[src/rtl/yarp_pkg.sv]
// yarp_pkg: shared types and constants for the yarp core memory path.
//   arb_state_t       - memory arbiter FSM states
//   arb_owner_t       - which core port owns the current bus transaction
//   BYTE_EN_*         - access-size encoding used on byte_en buses
//   ARB_TIMEOUT_RDATA - read data returned when a bus response times out
package yarp_pkg;

  typedef enum logic [1:0] {
    ARB_IDLE = 2'd0,
    ARB_REQ  = 2'd1,
    ARB_RSP  = 2'd2
  } arb_state_t;

  typedef enum logic {
    OWN_INSTR = 1'b0,
    OWN_DATA  = 1'b1
  } arb_owner_t;

  localparam logic [1:0]  BYTE_EN_BYTE = 2'b00;
  localparam logic [1:0]  BYTE_EN_HALF = 2'b01;
  localparam logic [1:0]  BYTE_EN_WORD = 2'b11;

  localparam logic [31:0] ARB_TIMEOUT_RDATA = 32'hDEAD_BEEF;

endpackage

[src/rtl/yarp_mem_arbiter.sv]
// yarp_mem_arbiter: shares one memory bus between the instruction-fetch and
// data-memory ports of the yarp core. One transaction outstanding at a time;
// data has priority, but after STARVE_LIMIT consecutive data selections made
// while fetch is waiting, fetch wins the next arbitration.
//
// Ports:
//   clk, reset (async, active-low)
//   imem_req_i/imem_addr_i -> imem_gnt_o/imem_rvalid_o/imem_rdata_o
//   dmem_req_i/addr/byte_en/wr/wr_data -> dmem_gnt_o/dmem_rvalid_o/dmem_rdata_o
//   bus_req_o/addr/byte_en/wr/wr_data  <- bus_gnt_i/bus_rvalid_i/bus_rdata_i
//   err_o: sticky response-timeout flag
//
// Build option: define YARP_ARB_TIMEOUT_EN to enable the response watchdog
// (TIMEOUT_CYCLES). Without it err_o is tied low and ARB_RSP waits forever.
module yarp_mem_arbiter
  import yarp_pkg::*;
#(
  parameter int unsigned STARVE_LIMIT   = 4,
  parameter int unsigned TIMEOUT_CYCLES = 64
) (
  input  logic        clk,
  input  logic        reset,
  input  logic        imem_req_i,
  input  logic [31:0] imem_addr_i,
  output logic        imem_gnt_o,
  output logic        imem_rvalid_o,
  output logic [31:0] imem_rdata_o,
  input  logic        dmem_req_i,
  input  logic [31:0] dmem_addr_i,
  input  logic [1:0]  dmem_byte_en_i,
  input  logic        dmem_wr_i,
  input  logic [31:0] dmem_wr_data_i,
  output logic        dmem_gnt_o,
  output logic        dmem_rvalid_o,
  output logic [31:0] dmem_rdata_o,
  output logic        bus_req_o,
  output logic [31:0] bus_addr_o,
  output logic [1:0]  bus_byte_en_o,
  output logic        bus_wr_o,
  output logic [31:0] bus_wr_data_o,
  input  logic        bus_gnt_i,
  input  logic        bus_rvalid_i,
  input  logic [31:0] bus_rdata_i,
  output logic        err_o
);

  localparam logic [3:0] STARVE_MAX = 4'(STARVE_LIMIT);

  arb_state_t  r_state;
  arb_owner_t  r_owner;
  logic [31:0] r_addr;
  logic [1:0]  r_byte_en;
  logic        r_wr;
  logic [31:0] r_wr_data;
  logic [3:0]  r_starve_cnt;

  logic        w_any_req;
  logic        w_sel_data;
  logic        w_owner_data;
  logic        w_timeout;
  logic        w_rsp_done;
  logic [31:0] w_rsp_data;

  assign w_any_req  = imem_req_i | dmem_req_i;
  // Data wins whenever it requests, except when fetch is waiting and starved.
  assign w_sel_data = dmem_req_i & ~(imem_req_i & (r_starve_cnt == STARVE_MAX));

  assign w_owner_data = (r_owner == OWN_DATA);

`ifdef YARP_ARB_TIMEOUT_EN
  localparam logic [7:0] TO_LAST = 8'(TIMEOUT_CYCLES - 1);

  logic [7:0] r_to_cnt;
  logic       r_err;

  // r_to_cnt counts completed ARB_RSP cycles; the TIMEOUT_CYCLES-th RSP cycle
  // without a response terminates the transaction.
  assign w_timeout = (r_state == ARB_RSP) && (r_to_cnt == TO_LAST);

  always_ff @(posedge clk or negedge reset) begin
    if (!reset) begin
      r_to_cnt <= 8'd0;
      r_err    <= 1'b0;
    end else begin
      if (r_state == ARB_REQ && bus_gnt_i) begin
        r_to_cnt <= 8'd0;
      end else if (r_state == ARB_RSP) begin
        r_to_cnt <= r_to_cnt + 8'd1;
      end
      // A real response in the limit cycle wins over the timeout.
      if (w_timeout && !bus_rvalid_i) begin
        r_err <= 1'b1;
      end
    end
  end

  assign err_o = r_err;
`else
  logic w_unused_cfg;
  assign w_unused_cfg = (TIMEOUT_CYCLES != 0);
  assign w_timeout    = 1'b0;
  assign err_o        = 1'b0;
`endif

  assign w_rsp_done = (r_state == ARB_RSP) & (bus_rvalid_i | w_timeout);
  assign w_rsp_data = bus_rvalid_i ? bus_rdata_i : ARB_TIMEOUT_RDATA;

  // Grants and response strobes are combinational so the requester sees them
  // in the same cycle as the bus handshake.
  assign imem_gnt_o    = (r_state == ARB_REQ) & bus_gnt_i & ~w_owner_data;
  assign dmem_gnt_o    = (r_state == ARB_REQ) & bus_gnt_i &  w_owner_data;
  assign imem_rvalid_o = w_rsp_done & ~w_owner_data;
  assign dmem_rvalid_o = w_rsp_done &  w_owner_data;
  assign imem_rdata_o  = imem_rvalid_o ? w_rsp_data : 32'd0;
  assign dmem_rdata_o  = dmem_rvalid_o ? w_rsp_data : 32'd0;

  assign bus_req_o     = (r_state == ARB_REQ);
  assign bus_addr_o    = r_addr;
  assign bus_byte_en_o = r_byte_en;
  assign bus_wr_o      = r_wr;
  assign bus_wr_data_o = r_wr_data;

  always_ff @(posedge clk or negedge reset) begin
    if (!reset) begin
      r_state      <= ARB_IDLE;
      r_owner      <= OWN_INSTR;
      r_addr       <= 32'd0;
      r_byte_en    <= 2'd0;
      r_wr         <= 1'b0;
      r_wr_data    <= 32'd0;
      r_starve_cnt <= 4'd0;
    end else begin
      case (r_state)
        ARB_IDLE: begin
          if (w_any_req) begin
            r_state   <= ARB_REQ;
            r_owner   <= w_sel_data ? OWN_DATA : OWN_INSTR;
            r_addr    <= w_sel_data ? dmem_addr_i : imem_addr_i;
            r_byte_en <= w_sel_data ? dmem_byte_en_i : BYTE_EN_WORD;
            r_wr      <= w_sel_data & dmem_wr_i;
            r_wr_data <= w_sel_data ? dmem_wr_data_i : 32'd0;
          end
          if (!imem_req_i) begin
            r_starve_cnt <= 4'd0;
          end else if (w_sel_data) begin
            if (r_starve_cnt != STARVE_MAX) begin
              r_starve_cnt <= r_starve_cnt + 4'd1;
            end
          end else begin
            r_starve_cnt <= 4'd0;
          end
        end
        ARB_REQ: begin
          if (bus_gnt_i) begin
            r_state <= ARB_RSP;
          end
        end
        ARB_RSP: begin
          if (w_rsp_done) begin
            r_state <= ARB_IDLE;
          end
        end
        default: r_state <= ARB_IDLE;
      endcase
    end
  end

endmodule
[config.mk]
export PLATFORM = sky130hd
export DESIGN_NAME = yarp_mem_arbiter
export DESIGN_NICKNAME = d
export VERILOG_FILES = /design/src/rtl/yarp_pkg.sv /design/src/rtl/yarp_mem_arbiter.sv
export SDC_FILE = /design/constraint.sdc
export NUM_CORES = 1
export LEC_CHECK = 0
export BUFFER_PORTS_ARGS = -buffer_cell sky130_fd_sc_hd__buf_2
export CAP_MARGIN = 40
export CORE_AREA = 2 2 107 109
export CTS_CLUSTER_SIZE = 10
export DETAILED_ROUTE_END_ITERATION = 6
export DIE_AREA = 0 0 109 111
export HOLD_SLACK_MARGIN = 0.08
export PLACE_DENSITY = 0.76
export SLEW_MARGIN = 0
export SYNTH_ARGS = -nofsm -noshare
export SYNTH_HDL_FRONTEND = slang
export SYNTH_SLANG_ARGS = --single-unit
[constraint.sdc]
create_clock -name clk -period 1.8 [get_ports clk]
set_clock_uncertainty 0.05 [all_clocks]
set_input_delay 0.36 -clock clk [delete_from_list [all_inputs] [get_ports clk]]
set_output_delay 0.36 -clock clk [all_outputs]
set_load 0.05 [all_outputs]
---- Word-level counts from Yosys, hierarchy flattened ----
Index checks and enable logic that the tools add are counted.
Widths: inputs -> output; s select.
operators by class
  eq/ne operators ......................... 8
  bitwise operators ....................... 12
  muxes and demuxes ....................... 14
  add/subtract/negate cells ............... 1
  reductions and logical operators ........ 4
operators with widths
  operator             count
  $mux 32              5
  $mux 4               3
  $and 1x1->1          9
  $mux 2               4
  $pmux 2 s3           1
  $add 4x1->4 const B  1
  $eq 4x3->1 const B   1
  $ne 2x2->1 const B   2
  $ne 4x3->1 const B   1
  $reduce_and 2->1     2
  $ne 3x2->1 const B   1
  $reduce_and 3->1     1
  $eq 2x1->1 const B   1
  $eq 2x2->1 const B   1
  $logic_not 2->1      1
  $ne 2x1->1 const B   1
  $not 1->1            2
  $mux 1               1
  $or 1x1->1           1
word-level totals
  bits in registers ....................... 74
  bits of input ports ..................... 137
  output and inout port bits .............. 137
  logic and storage cells ................. 46

---- Logic depth before layout (Yosys ltp) ----
  depth in word-level cells ............... 6
  depth in mapped cells ................... 7
  mapped depth without buffers ............ 5

---- Least setup slack after synthesis ----
No wires, ideal clock.
  path type ............................... register to output
  from .................................... reg r_state[0]
  to ...................................... out imem_gnt_o
  required time ........................... 1,390 ps
  slack ................................... -645 ps
  data arrival time ....................... 2,035 ps
  path buffers ............................ 0
  cell stages (with the launch flop) ...... 4
  path through ............................ dfrtp_1 -> nor2b_1 -> nand2_1 -> nor2_1
between the ends
  cells in the longest elaborated chain, start to end .. 3
RTL lines
  item                      line                     text
  start: declaration        yarp_mem_arbiter.sv:49   arb_state_t r_state;
  start signal: assignment  yarp_mem_arbiter.sv:125  r_state <= ARB_IDLE;
  start signal: assignment  yarp_mem_arbiter.sv:136  r_state <= ARB_REQ;
  start signal: assignment  yarp_mem_arbiter.sv:155  r_state <= ARB_RSP;
  $eq 2x1->1                -
  net bus_req_o             yarp_mem_arbiter.sv:36   output logic bus_req_o,
  $and 1x1->1 (2 in a row)  yarp_mem_arbiter.sv:110  assign imem_gnt_o = (r_state == ARB_REQ) & bus_gnt_i & ~w_owner_data;
  end: declaration          yarp_mem_arbiter.sv:25   output logic imem_gnt_o,
The timed path passes the listed nets, and every way through them passes these cells.

---- Final worst setup path ----
  from .................................... reg r_owner
  to ...................................... out dmem_rdata_o[24]
between the ends
  cells in the longest elaborated chain, start to end .. 2
RTL lines
  item                      line                     text
  start: declaration        yarp_mem_arbiter.sv:50   arb_owner_t r_owner;
  start signal: assignment  yarp_mem_arbiter.sv:137  r_owner <= w_sel_data ? OWN_DATA : OWN_INSTR;
  $and 1x1->1               yarp_mem_arbiter.sv:113  assign dmem_rvalid_o = w_rsp_done & w_owner_data;
  $mux 32                   yarp_mem_arbiter.sv:115  assign dmem_rdata_o = dmem_rvalid_o ? w_rsp_data : 32'd0;
  end: declaration          yarp_mem_arbiter.sv:35   output logic [31:0] dmem_rdata_o,
Every way passes these cells.

==> impl_metrics.csv <==
group,metric,value,unit
cts,clock_sinks,74,
placed_design,place_area,5750,sq um
worst_setup_path,timing.rr.start,"r_state[1]",
logic_synthesis,yosys_register_bits,74,
floorplan,die_area,12100,sq um
cells_and_area,regArea,1850,sq um
pwr,powerDensity,1830,nW/um^2
sta,worst_pin_slew,546,ps
cells_and_area,nets,852,
status,violations,"setup timing",
logic_synthesis,ys_warn_count,0,
pwr,max-vdd-ir-drop,1.01,mV
sta,holdWs,216,ps
logic_synthesis,synth_area,3990,sq um
sta,max_clock_freq,471,MHz
worst_setup_path,worstSetupPathType,"reg -> out",
cts,cts_tree,"done",
worst_setup_path,critPathLaunchType,"flip-flop",
routing,antenna_left,0,
pwr,fin_total_pwr,13.5,mW
floorplan,die_w,109,microns
logic_synthesis,syn_area_per_cell,9.34,sq um
logic_synthesis,syn-num-nets,566,
placed_design,port_buffers,272,
floorplan,start_util,36.0,%
pwr,power.leakage,3.50,nW
flow_run,drv_cap,0,
floorplan,die_h,111,microns
logic_synthesis,synth_top_family_by_area,"simple AND/OR/NAND/NOR gates",
cts,clockRootBuffer,"clkbuf_16",
logic_synthesis,yosysSeqAreaShare,46.5,%
worst_setup_path,cp.required,1390,ps
worst_setup_path,path_cells,"buf_4 > and4b_2 > buf_6 > buf_12 > and2_4 > buf_8",
cts,cts_max_level,3,
worst_setup_path,crit_fanout,9,
logic_synthesis,synth_compound_area_share,18.9,%
worst_setup_path,cp_slowest_cell,"dfrtp_2",
cts,numCtsBuffers,9,
worst_setup_path,worstReg2RegEnd,"bus_addr_o[9]",
routing,drc,0,
routing,wl,19.9,mm
worst_setup_path,crit_arrival,1720,ps
cells_and_area,layout-drive-gt1-share,58.8,%
sta,hold_violations,0,
logic_synthesis,synthMuxAreaShare,0.251,%
sta,setup_viol,71,
sta,drv_slew,0,
cts,clk_path_buf_depth,2,
routing,vias,5015,
grt,antenna_found_initial,0,
sta,period_needed,2130,ps
logic_synthesis,syn_inst,427,
sta,period_share,118,%
grt,grt_pass1_vias,4697,
sta,relSlewSlack,63.6,%
cells_and_area,diodes,0,
logic_synthesis,synth_top_area_cell,"dfrtp_1",
placed_design,place_ws,19.6,ps
grt,grtUsageTotal,28.2,%
floorplan,placementRows,39,
grt,gr-total-overflow,0,
min_path,hold_path_class,"in -> reg",
logic_synthesis,yosysUniqueCellTypes,30,
min_path,whs_endpoint,"bus_wr_data_o[12]",
cts,clkTransAtPathRegs,60,ps
cells_and_area,area_growth,86.1,%
sta,rsz0062_at_grt,"yes",
cells_and_area,multi_input_area,2140,sq um
min_path,hold_depth,3,
grt,grt_max_degree,60,
logic_synthesis,synthXorXnorAreaFrac,0,%
logic_synthesis,yosys.area_share.simple,27.4,%
routing,drt_iter0_markers,460,
placed_design,dp.final_hpwl,10.6,mm
floorplan,ioPinCount,274,
placed_design,gp_congestion,0.909,
min_path,hp-start,"dmem_wr_data_i[12]",
floorplan,coreArea,11100,sq um
worst_setup_path,cp-end-kind,"primary output",
logic_synthesis,synthTopCellsByArea,"dfrtp_1 (46%), and2_1 (10%), nand3_1 (8.4%)",
worst_setup_path,r2r_setup_slack,-40,ps
grt,grt_pass1_wl,26.2,mm
status,status,"complete, but fails checks",
cells_and_area,final_cell_area,7420,sq um
cts,clk_latency,330,ps
routing,vias_per_cell,5.82,
routing,detail_route.wl_per_cell,23.2,microns
logic_synthesis,yosysTopAreaCellShare,46.5,%
logic_synthesis,yosys.area_share.adder,0.628,%
worst_setup_path,cpPeakStageDelay,410,ps
routing,drt_first_pass_iters,5,
cells_and_area,n_fill_cell,770,
worst_setup_path,reg2reg_depth,9,
sta,fin_ws,-325,ps
repair_timing:
item / CTS / global route
buffers inserted: 11 / 7
setup endpoints to repair: 68 / 104
resized for setup: 249 / 32
endpoints found under the hold margin: 37 / 0
pin swaps: 45 / 17
cloned: 7 / 12
hold buffers: 1 / 0
cell type report:
class | count | area share, %
clock inverter | 4 | 0.995
tap | 143 | 2.41
timing repair buffer | 324 | 39.1
multi-input combinational | 300 | 28.9
inverter | 4 | 0.202
clock buffer | 12 | 3.46
sequential | 74 | 25.0
state kept, by name (all words and copies together) (netlist names):
register and count:
bus_addr_o 32, r_state 2, bus_byte_en_o 2, r_owner 1
r_starve_cnt 4, bus_wr_o 1, bus_wr_data_o 32
worst max path at each step:
stage                from  cells past startpoint                to  slack, ps
5_1_grt        r_state[0]                      6  imem_rdata_o[17]       -400
6_report          r_owner                      6  dmem_rdata_o[24]       -330
4_1_cts        r_state[0]                      6  imem_rdata_o[28]       -280
3_5_place_dp   r_state[0]                      5   imem_rdata_o[9]         20
3_3_place_gp   r_state[0]                      5   imem_rdata_o[5]         70
2_1_floorplan  r_state[0]                      3        imem_gnt_o       -130
worst max-delay path, delay by kind of cell (launching register included):
kind | cells | cell delay (ps)
flops | 1 | 410
simple gates | 2 | 410
buf+inv | 4 | 560
placed cells by master (no fill, tap or decap), types with 22 or more instances in the layout:
cell,n
o2bb2ai_1,31
nand3_1,63
and2_4,64
dfrtp_1,73
buf_8,58
nand4_1,33
buf_12,22
buf_2,202
o211ai_1,32
o21ai_0,37
routing by layer:
metal / up-vias / part of all wire (%) / track usage, %
met4: 0 / 3.8 / 10.4
met5: - / 0 / 0
met2: 402 / 48 / 47.9
met3: 72 / 12 / 8.52
li1: 2142 / - / -
met1: 2399 / 36 / 33.2
cell usage after synthesis:
cell type	number
and3_1	1
nand3_1	67
o21ai_0	39
nand4_1	33
and2_1	65
nor4b_1	1
o211ai_1	32
a2bb2oi_1	2
o2bb2ai_1	33
nand2_1	7
nor3_1	3
buf_2	18
buf_6	3
clkbuf_1	23
o22ai_1	1
nand2b_1	1
nor2_1	4
conb_1	1
nand4b_4	1
buf_1	3
mux2i_1	1
a21oi_1	1
buf_4	2
inv_1	4
nor3b_2	1
and4b_1	1
ha_1	2
nor2b_1	1
dfrtp_1	74
or2_2	2
logic make-up (layout without fill, tap and decap cells):
family / count (synthesis) / count (layout)
other: 1 / 1
multiplexers: 1 / 1
adder cells (fa/ha/maj): 2 / 2
AO/OA/AOI/OAI: 108 / 108
buffers and inverters: 53 / 344
AND/OR/NAND/NOR: 188 / 188
flip-flops: 74 / 74
through the flow:
step | TNS (ps) | utilization [%] | std cells
after global routing | -24640 | 67.0 | 861
after CTS | -14400 | 63.4 | 844
after detailed placement | 0 | 51.9 | 809
after floorplan | -220 | - | 427
after global placement | 0 | 51.9 | 809
final | -19800 | 67.0 | 861
power by group:
group	internal, mW	switching (mW)
clock	1.29	0.690
combinational	3.01	5.66
sequential	2.44	0.458
total	6.74	6.81
Power figures use the tool's default switching activity.
